`src/rtl/sfm_pkg.sv`:
```
// ============================================================================
// Module      : sfm_pkg
// Description : Shared types and constants for the expu pipeline controller.
// Revision    : 1.0 - initial release
// ============================================================================
`default_nettype none

package sfm_pkg;

    localparam int EXPU_CNT_WIDTH_DEFAULT = 32;

    typedef enum logic [1:0] {
        IDLE  = 2'd0,
        RUN   = 2'd1,
        DRAIN = 2'd2
    } expu_ctrl_state_e;

endpackage

`default_nettype wire

```
`src/rtl/expu_perf_cnt.sv`:
```
// ============================================================================
// Module      : expu_perf_cnt
// Description : Pair of saturating event counters (completed ops, stalls).
// Revision    : 1.0 - initial release
// ============================================================================
`default_nettype none

module expu_perf_cnt #(
    parameter int CNT_WIDTH = 32
) (
    input  logic                 clk_i,
    input  logic                 rst_i,
    input  logic                 clear_i,
    input  logic                 op_inc_i,
    input  logic                 stall_inc_i,
    output logic [CNT_WIDTH-1:0] op_cnt_o,
    output logic [CNT_WIDTH-1:0] stall_cnt_o
);

    logic [CNT_WIDTH-1:0] op_cnt_q, op_cnt_d;
    logic [CNT_WIDTH-1:0] stall_cnt_q, stall_cnt_d;

    always_comb begin
        op_cnt_d    = op_cnt_q;
        stall_cnt_d = stall_cnt_q;
        if (clear_i) begin
            op_cnt_d    = '0;
            stall_cnt_d = '0;
        end else begin
            // Hold at all-ones instead of wrapping.
            if (op_inc_i && !(&op_cnt_q)) begin
                op_cnt_d = op_cnt_q + 1'b1;
            end
            if (stall_inc_i && !(&stall_cnt_q)) begin
                stall_cnt_d = stall_cnt_q + 1'b1;
            end
        end
    end

    always_ff @(posedge clk_i or posedge rst_i) begin
        if (rst_i) begin
            op_cnt_q    <= '0;
            stall_cnt_q <= '0;
        end else begin
            op_cnt_q    <= op_cnt_d;
            stall_cnt_q <= stall_cnt_d;
        end
    end

    assign op_cnt_o    = op_cnt_q;
    assign stall_cnt_o = stall_cnt_q;

endmodule

`default_nettype wire

```
`src/rtl/expu_pipe_ctrl.sv`:
```
// ============================================================================
// Module      : expu_pipe_ctrl
// Description : Valid/ready sequencer for a row of datapath register stages,
//               with drain (flush), soft clear and optional perf counters.
//               Counters are built only when EXPU_PIPE_CTRL_PERF_CNT_EN is
//               defined; otherwise they read as zero.
// Revision    : 1.0 - initial release
// ============================================================================
`default_nettype none

module expu_pipe_ctrl
    import sfm_pkg::*;
#(
    parameter int NUM_REGS  = 3,
    parameter int CNT_WIDTH = EXPU_CNT_WIDTH_DEFAULT,
    localparam int EN_W     = (NUM_REGS > 0) ? NUM_REGS : 1
) (
    input  logic                 clk_i,
    input  logic                 rst_i,
    input  logic                 clear_i,
    input  logic                 valid_i,
    output logic                 ready_o,
    output logic                 valid_o,
    input  logic                 ready_i,
    input  logic                 flush_i,
    output logic                 flush_done_o,
    output logic [EN_W-1:0]      enable_o,
    output logic                 clear_o,
    output logic                 busy_o,
    output logic [CNT_WIDTH-1:0] op_cnt_o,
    output logic [CNT_WIDTH-1:0] stall_cnt_o
);

    expu_ctrl_state_e state_q, state_d;

    logic drain;
    logic accept;
    logic any_v;
    logic rdy_head;

    assign drain   = (state_q == DRAIN);
    assign ready_o = rdy_head & ~drain;
    assign accept  = valid_i & ready_o;

    generate
        if (NUM_REGS > 0) begin : g_stages
            logic [NUM_REGS-1:0] v_q, v_d, in_v;
            logic [NUM_REGS:0]   rdy;

            // A stage can take new data if it is empty or its occupant moves on.
            always_comb begin
                rdy           = '0;
                rdy[NUM_REGS] = ready_i;
                for (int i = NUM_REGS - 1; i >= 0; i--) begin
                    rdy[i] = ~v_q[i] | rdy[i+1];
                end
            end

            always_comb begin
                in_v    = '0;
                in_v[0] = accept;
                for (int i = 1; i < NUM_REGS; i++) begin
                    in_v[i] = v_q[i-1];
                end
                v_d = v_q;
                for (int i = 0; i < NUM_REGS; i++) begin
                    if (rdy[i]) begin
                        v_d[i] = in_v[i];
                    end
                end
                if (clear_i) begin
                    v_d = '0;
                end
            end

            always_ff @(posedge clk_i or posedge rst_i) begin
                if (rst_i) begin
                    v_q <= '0;
                end else begin
                    v_q <= v_d;
                end
            end

            assign rdy_head = rdy[0];
            assign valid_o  = v_q[NUM_REGS-1];
            assign any_v    = |v_q;
            assign enable_o = in_v & rdy[NUM_REGS-1:0];
        end else begin : g_passthru
            assign rdy_head = ready_i;
            assign valid_o  = valid_i;
            assign any_v    = 1'b0;
            assign enable_o = '0;
        end
    endgenerate

    always_comb begin
        state_d = state_q;
        case (state_q)
            IDLE: begin
                if (flush_i) begin
                    state_d = DRAIN;
                end else if (accept) begin
                    state_d = RUN;
                end
            end
            RUN: begin
                if (flush_i) begin
                    state_d = DRAIN;
                end else if (!any_v && !accept) begin
                    state_d = IDLE;
                end
            end
            DRAIN: begin
                if (!any_v) begin
                    state_d = IDLE;
                end
            end
            default: state_d = IDLE;
        endcase
        if (clear_i) begin
            state_d = IDLE;
        end
    end

    always_ff @(posedge clk_i or posedge rst_i) begin
        if (rst_i) begin
            state_q <= IDLE;
        end else begin
            state_q <= state_d;
        end
    end

    // A clear that lands on the final drain cycle aborts it silently.
    assign flush_done_o = drain & ~any_v & ~clear_i;
    assign busy_o       = any_v | drain;
    assign clear_o      = clear_i;

`ifdef EXPU_PIPE_CTRL_PERF_CNT_EN
    expu_perf_cnt #(
        .CNT_WIDTH (CNT_WIDTH)
    ) u_perf_cnt (
        .clk_i       (clk_i),
        .rst_i       (rst_i),
        .clear_i     (clear_i),
        .op_inc_i    (valid_o & ready_i),
        .stall_inc_i (valid_o & ~ready_i),
        .op_cnt_o    (op_cnt_o),
        .stall_cnt_o (stall_cnt_o)
    );
`else
    assign op_cnt_o    = '0;
    assign stall_cnt_o = '0;
`endif

endmodule

`default_nettype wire
```
`config.mk`:
```
export PLATFORM = sky130hd
export DESIGN_NAME = expu_pipe_ctrl
export DESIGN_NICKNAME = d
export VERILOG_FILES = /design/src/rtl/sfm_pkg.sv /design/src/rtl/expu_perf_cnt.sv /design/src/rtl/expu_pipe_ctrl.sv
export SDC_FILE = /design/constraint.sdc
export NUM_CORES = 1
export LEC_CHECK = 0
export CELL_PAD_IN_SITES_DETAIL_PLACEMENT = 1
export CELL_PAD_IN_SITES_GLOBAL_PLACEMENT = 1
export CORE_MARGIN = 1.5
export CORE_UTILIZATION = 18
export CTS_CLUSTER_SIZE = 20
export DETAILED_ROUTE_END_ITERATION = 10
export PLACE_DENSITY = 0.79
export SYNTH_ARGS = -nofsm -noshare
export SYNTH_HDL_FRONTEND = slang
export SYNTH_HIERARCHICAL = 1
export SYNTH_SLANG_ARGS = --single-unit
```
`constraint.sdc`:
```
create_clock -name clk_i -period 1.9 [get_ports clk_i]
set_clock_uncertainty 0.1 [all_clocks]
set_input_delay 0.57 -clock clk_i [delete_from_list [all_inputs] [get_ports clk_i]]
set_output_delay 0.57 -clock clk_i [all_outputs]
set_load 0.02 [all_outputs]
```
==> results of run 1 <==
-- critical path, cell delays in order, from the launching register on --
cell     delay (ns)
dfrtp_1        0.37
or3_4          0.41
nor3_2         0.12
buf_4          0.16
-- logic make-up (layout without fill, tap and decap cells) --
family | after synthesis | count (layout)
buffers and inverters | 66 | 29
and+or+nand+nor | 16 | 16
AOI/OAI and AO/OA | 5 | 5
DFF | 5 | 5
other | 1 | 64
-- metrics by stage --
| step | setup WS [ns] | hold slack [ns] | utilization, % | std cells | setup TNS, ns |
|---|---|---|---|---|---|
| 6_report | -0.0436 | 0.452 | 20.7 | 169 | -0.0858 |
| 5_1_grt | -0.101 | 0.487 | 20.7 | 169 | -0.248 |
| 4_1_cts | -0.0558 | 0.458 | 20.6 | 169 | -0.118 |
| 3_5_place_dp | -0.743 | 0.439 | 19.2 | 164 | -4.15 |
| 3_3_place_gp | -0.760 | 0.416 | 19.2 | 164 | -4.13 |
| 2_1_floorplan | 0.0635 | 0.249 | - | 156 | 0 |
-- power breakdown --
part	switching, mW	internal, mW
Clock	0.0519	0.144
Combinational	0.160	0.0599
Sequential	0.00324	0.113
-- layout make-up --
type                            instances  share of cell area [%]
Multi-Input combinational cell         85                    46.2
Timing Repair Buffer                   24                    25.2
Sequential cell                         5                    15.1
Tap cell                               50                    7.55
Clock buffer                            4                    5.44
Inverter                                1                   0.453
-- flip-flops by register name, indices dropped and copies added, names as in the netlist --
name	flops
g_stages.v_q	3
state_q	2
-- synthesized netlist by cell type (all sizes together) --
cell / instances
nor3: 1
nor4: 1
a21boi: 1
or3: 1
a22oi: 1
conb: 1
a22o: 1
nand2: 1
nand2b: 2
and2: 1
buf: 65
dfrtp: 5
a21oi: 2
inv: 1
and3: 1
nor2b: 2
nor2: 5
nand4b: 1
-- layer usage --
metal	global-route usage, %	routed length [microns]	vias to the layer above
li1	-	-	216
met1	5.42	423	214
met2	8.42	589	41
met3	3.50	156	4
met4	3.06	14	0
met5	0	0	-
-- final timing paths --
check                      cells after the start               to       startpoint  slack (ns)
setup / recovery                               3     flush_done_o  g_stages.v_q[2]       -0.04
setup reg to reg                               4       state_q[1]  g_stages.v_q[2]        0.43
min in group asynchronous                      2  g_stages.v_q[2]            rst_i        0.46
max in group asynchronous                      2  g_stages.v_q[1]            rst_i        1.07
hold reg to reg                                2       state_q[0]       state_q[1]        0.45
hold / removal                                 2       state_q[0]       state_q[1]        0.45
-- timing repair --
item	CTS	global route
endpoints found under the setup margin	8	5
endpoints found under the hold margin	0	0
gates resized for setup	47	2
pin swaps	3	2
setup buffers	1	0
hold buffers	0	0
==> qor.txt, run 1 <==
IO buf count - 13
H-tree depth - 1
post-synthesis register bit count - 5
DR iter-0 viols - 2
top cells by area, synth - buf_4 65%, dfrtp_1 17%, nor2_1 2.5%, nand2b_1 1.7%, nor2b_1 1.7%
Die W - 67.4 microns
Peak VDD IR - 0.171 mV
Power, Total - 0.532 mW
Setup CP Type - register to output pin
Register Area - 125 sq um
RSZ-0062 raised after global routing - yes
total gr overflow - 0
CTS Buf Count - 3
failing checks - setup timing
area leader, netlist - buf_4
Routed Antenna Nets - 0
vias per inst - 2.81
final setup vio count - 2
crit share post-route - 102%
Layout fillers - 516
total clock sinks - 5
Synth Area in XOR/XNOR - 0%
Final Hold Fails - 0
wirelength, routed - 1180 microns
WL/cell - 7.01 microns
pwr dens - 642 nW/um^2
Slew Viols, Final - 0
setup slack after layout - -0.0436 ns
HP Class - register to register
status - finished, violations left
Max Fclk - 514 MHz
Max clock buf depth - 2
Final Cell Area - 828 sq um
sequential area share after synthesis - 16.8%
complex-gate fraction of the synthesized area - 4.53%
core area - 4000 sq um
CTS tree - done
largest net degree at the start of global routing - 7
Initial Util - 18.6%
gr usage total - 5.39%
largest family of logic cells by synthesized area - buffers and inverters
most common cell after layout, fill and taps aside - conb_1
Startpoint Class - register
Adder-Cell Fraction of Synth Area - 0%
max cap viols - 0
Cell Area, Synth - 746 sq um
post-synth top area share - 65.4%
Leakage - 0.486 nW
drt drc - 0
CP Data Arrival Time - 1.27 ns
share of layout cells above drive strength 1 - 22.7%
via count - 475
cells after synthesis - 93
area grow syn2layout - 11.1%
simple-gate share of the synthesized area - 12.2%
crit path max fanout - 3
Synth cell types - 18
multiplexer share of the synthesized area - 0%
Placed Area - 767 sq um
CP Capture Type - output pin
synth warn - 6
initial antenna violation count - 0
die area - 4540 sq um
commonest non-fill, non-tap cells in the layout - 64 x conb_1, 12 x buf_4, 5 x nor2_1, 5 x dfrtp_1, 5 x buf_6
clk_lat worst skew - 0.22 ns
Post-DP HPWL - 1050 microns
first-pass GRT wire length - 1690 microns
die height - 67.4 microns
post-layout min period - 1.94 ns
routability cong. - 0.709
multi-input logic area - 383 sq um
clk root buf - clkbuf_8
drt pass-1 iters - 2
ANT cells - 0
Critical Path RT - 1.23 ns
Nets - 126
syn avg cell area - 8.02 sq um
Top Ports - 78
Row Count - 23
CTS clk-pin slew, worst paths - 0.03 ns
vias in the first global route - 385
(Power assumes the default switching activity.)
==> run 2: changes to the inputs <==
--- a/config.mk
+++ b/config.mk
@@ -12,6 +12,7 @@
 export CTS_CLUSTER_SIZE = 20
 export DETAILED_ROUTE_END_ITERATION = 10
 export PLACE_DENSITY = 0.79
+export SKIP_CTS_REPAIR_TIMING = 1
 export SYNTH_ARGS = -nofsm -noshare
 export SYNTH_HDL_FRONTEND = slang
 export SYNTH_HIERARCHICAL = 1
==> run 2 against run 1 <==
The run still ends with setup timing left. Core utilization increased by 0.38 points. Global-route usage unchanged. Critical path depth unchanged. Largest cell class unchanged. Highest routed layer unchanged.
==> qor.txt, run 2 (same netlist as run 1, synthesis figures left out) <==
status - finished, violations left
failing checks - setup timing
Critical Path RT - 1.23 ns (about the same)
CTS Buf Count - 3 (unchanged)
Initial Util - 18.6% (unchanged)
Biggest register - g_stages.v_q
total gr overflow - 0 (unchanged)
drt drc - 0 (unchanged)
via count - 477 (+0.42%)
CTS tree - done
biggest regs - g_stages.v_q (3), state_q (2)
Max Fclk - 513 MHz (-0.19%)
IO buf count - 13 (unchanged)
met1 usage - 5.52% (+0.10 points)
clk_lat worst skew - 0.22 ns (about the same)
H-tree depth - 1 (unchanged)
vias per inst - 2.82 (+0.42%)
CP Cell Sequence - or3_4 > nand2b_4 > buf_6
RSZ-0062 raised after global routing - yes
crit path max fanout - 3 (unchanged)
Startpoint Class - register
CP Capture Type - output pin
Power, Total - 0.534 mW (+0.37%)
ANT cells - 0 (unchanged)
Nets - 126 (unchanged)
total clock sinks - 5 (unchanged)
Slew Viols, Final - 0 (unchanged)
met3 usage - 3.50% (unchanged)
Top Ports - 78 (unchanged)
Post-DP HPWL - 1050 microns (unchanged)
Crit. Startpoint - g_stages.v_q[0]
WL/cell - 7.03 microns (+0.34%)
crit share post-route - 102% (+0.20 points)
clk root buf - clkbuf_8
DR iter-0 viols - 6 (+4)
Setup CP Type - register to output pin
initial antenna violation count - 0 (unchanged)
DP Worst Slack - -0.743 ns (unchanged)
core area - 4000 sq um (unchanged)
Leakage - 0.522 nW (+7.4%)
setup slack after layout - -0.0474 ns (-0.00379 ns)
Row Count - 23 (unchanged)
first-pass GRT wire length - 1690 microns (unchanged)
Max clock buf depth - 2 (unchanged)
die height - 67.4 microns (unchanged)
M2 GR Usage - 8.29% (-0.12 points)
HP Class - register to register
global routing's busiest layer - met2
gr usage total - 5.39% (unchanged)
Routed Antenna Nets - 0 (unchanged)
Die W - 67.4 microns (unchanged)
CP Data Arrival Time - 1.28 ns (about the same)
wirelength, routed - 1190 microns (+0.34%)
CTS clk-pin slew, worst paths - 0.03 ns (about the same)
largest net degree at the start of global routing - 7 (unchanged)
CP max stage cell - or3_4
Final Cell Area - 843 sq um (+1.8%)
worst hold start - state_q[1]
die area - 4540 sq um (unchanged)
Peak VDD IR - 0.171 mV (+0.46%)
max FFs per register - 3 (unchanged)
final setup vio count - 2 (unchanged)
critical path's largest stage delay - 0.41 ns (about the same)
Final Hold Fails - 0 (unchanged)
most common cell after layout, fill and taps aside - conb_1
routability cong. - 0.709 (unchanged)
area grow syn2layout - 13.1%
max cap viols - 0 (unchanged)
drt pass-1 iters - 3 (+1)
pwr dens - 633 nW/um^2 (-1.4%)
commonest non-fill, non-tap cells in the layout - 64 x conb_1, 12 x buf_4, 5 x nor2_1, 5 x dfrtp_1, 5 x buf_6
post-layout min period - 1.95 ns (+0.00379 ns)
FF-to-FF Start - g_stages.v_q[0]
share of layout cells above drive strength 1 - 21.8% (-0.84 points)
Placed Area - 767 sq um (unchanged)
vias in the first global route - 381 (-1.0%)
[run 2: metal layers]
layer | vias up | routed length, microns
met3 | 4 | 167
met4 | 0 | 14
li1 | 215 | -
met5 | - | 0
met1 | 215 | 411
met2 | 43 | 594
[run 2: critical path, delay by kind of cell (launching register included)]
family | cells | cell delay [ns]
and+or+nand+nor | 2 | 0.56
DFF | 1 | 0.37
buffers and inverters | 1 | 0.13
[run 2: final cells by class]
| class | count | area, sq um |
|---|---|---|
| tap | 50 | 62.6 |
| multi-input combinational | 85 | 385 |
| sequential | 5 | 125 |
| clock buffer | 4 | 45.0 |
| timing repair buffer | 24 | 221 |
| inverter | 1 | 3.75 |
| fill | 512 | 3160 |
[run 2: per-stage QoR]
step | hold WS, ns | utilization (%) | TNS [ns] | std cells
after floorplan | 0.249 | - | 0 | 156
after global placement | 0.416 | 19.2 | -4.13 | 164
after detailed placement | 0.439 | 19.2 | -4.15 | 164
after CTS | 0.438 | 20.3 | -4.53 | 168
after global routing | 0.487 | 21.1 | -0.273 | 169
final | 0.436 | 21.1 | -0.0912 | 169
[run 2: final timing paths]
path	to	slack (ns)	cells past startpoint
hold / removal	state_q[0]	0.44	2
hold reg to reg	state_q[0]	0.44	2
setup / recovery	busy_o	-0.05	3
setup reg to reg	state_q[1]	0.44	4
max in group asynchronous	state_q[0]	1.07	2
min in group asynchronous	g_stages.v_q[2]	0.46	2
[run 2: where the power goes]
part	switching [mW]	leakage [nW]	internal, mW
Clock	0.0515	0.0228	0.144
Sequential	0.00298	0.0670	0.113
Combinational	0.160	0.432	0.0623
Total	0.215	0.522	0.319
==> run 3: changes to the inputs <==
--- a/config.mk
+++ b/config.mk
@@ -9,11 +9,14 @@
 export CELL_PAD_IN_SITES_GLOBAL_PLACEMENT = 1
 export CORE_MARGIN = 1.5
 export CORE_UTILIZATION = 18
+export CTS_CLUSTER_DIAMETER = 40
 export CTS_CLUSTER_SIZE = 20
 export DETAILED_ROUTE_END_ITERATION = 10
 export PLACE_DENSITY = 0.79
 export SKIP_CTS_REPAIR_TIMING = 1
+export SLEW_MARGIN = 20
 export SYNTH_ARGS = -nofsm -noshare
 export SYNTH_HDL_FRONTEND = slang
 export SYNTH_HIERARCHICAL = 1
 export SYNTH_SLANG_ARGS = --single-unit
+export TNS_END_PERCENT = 5
==> results of run 3 <==
The final DEF is identical to that of run 2; final timing and power are the same.
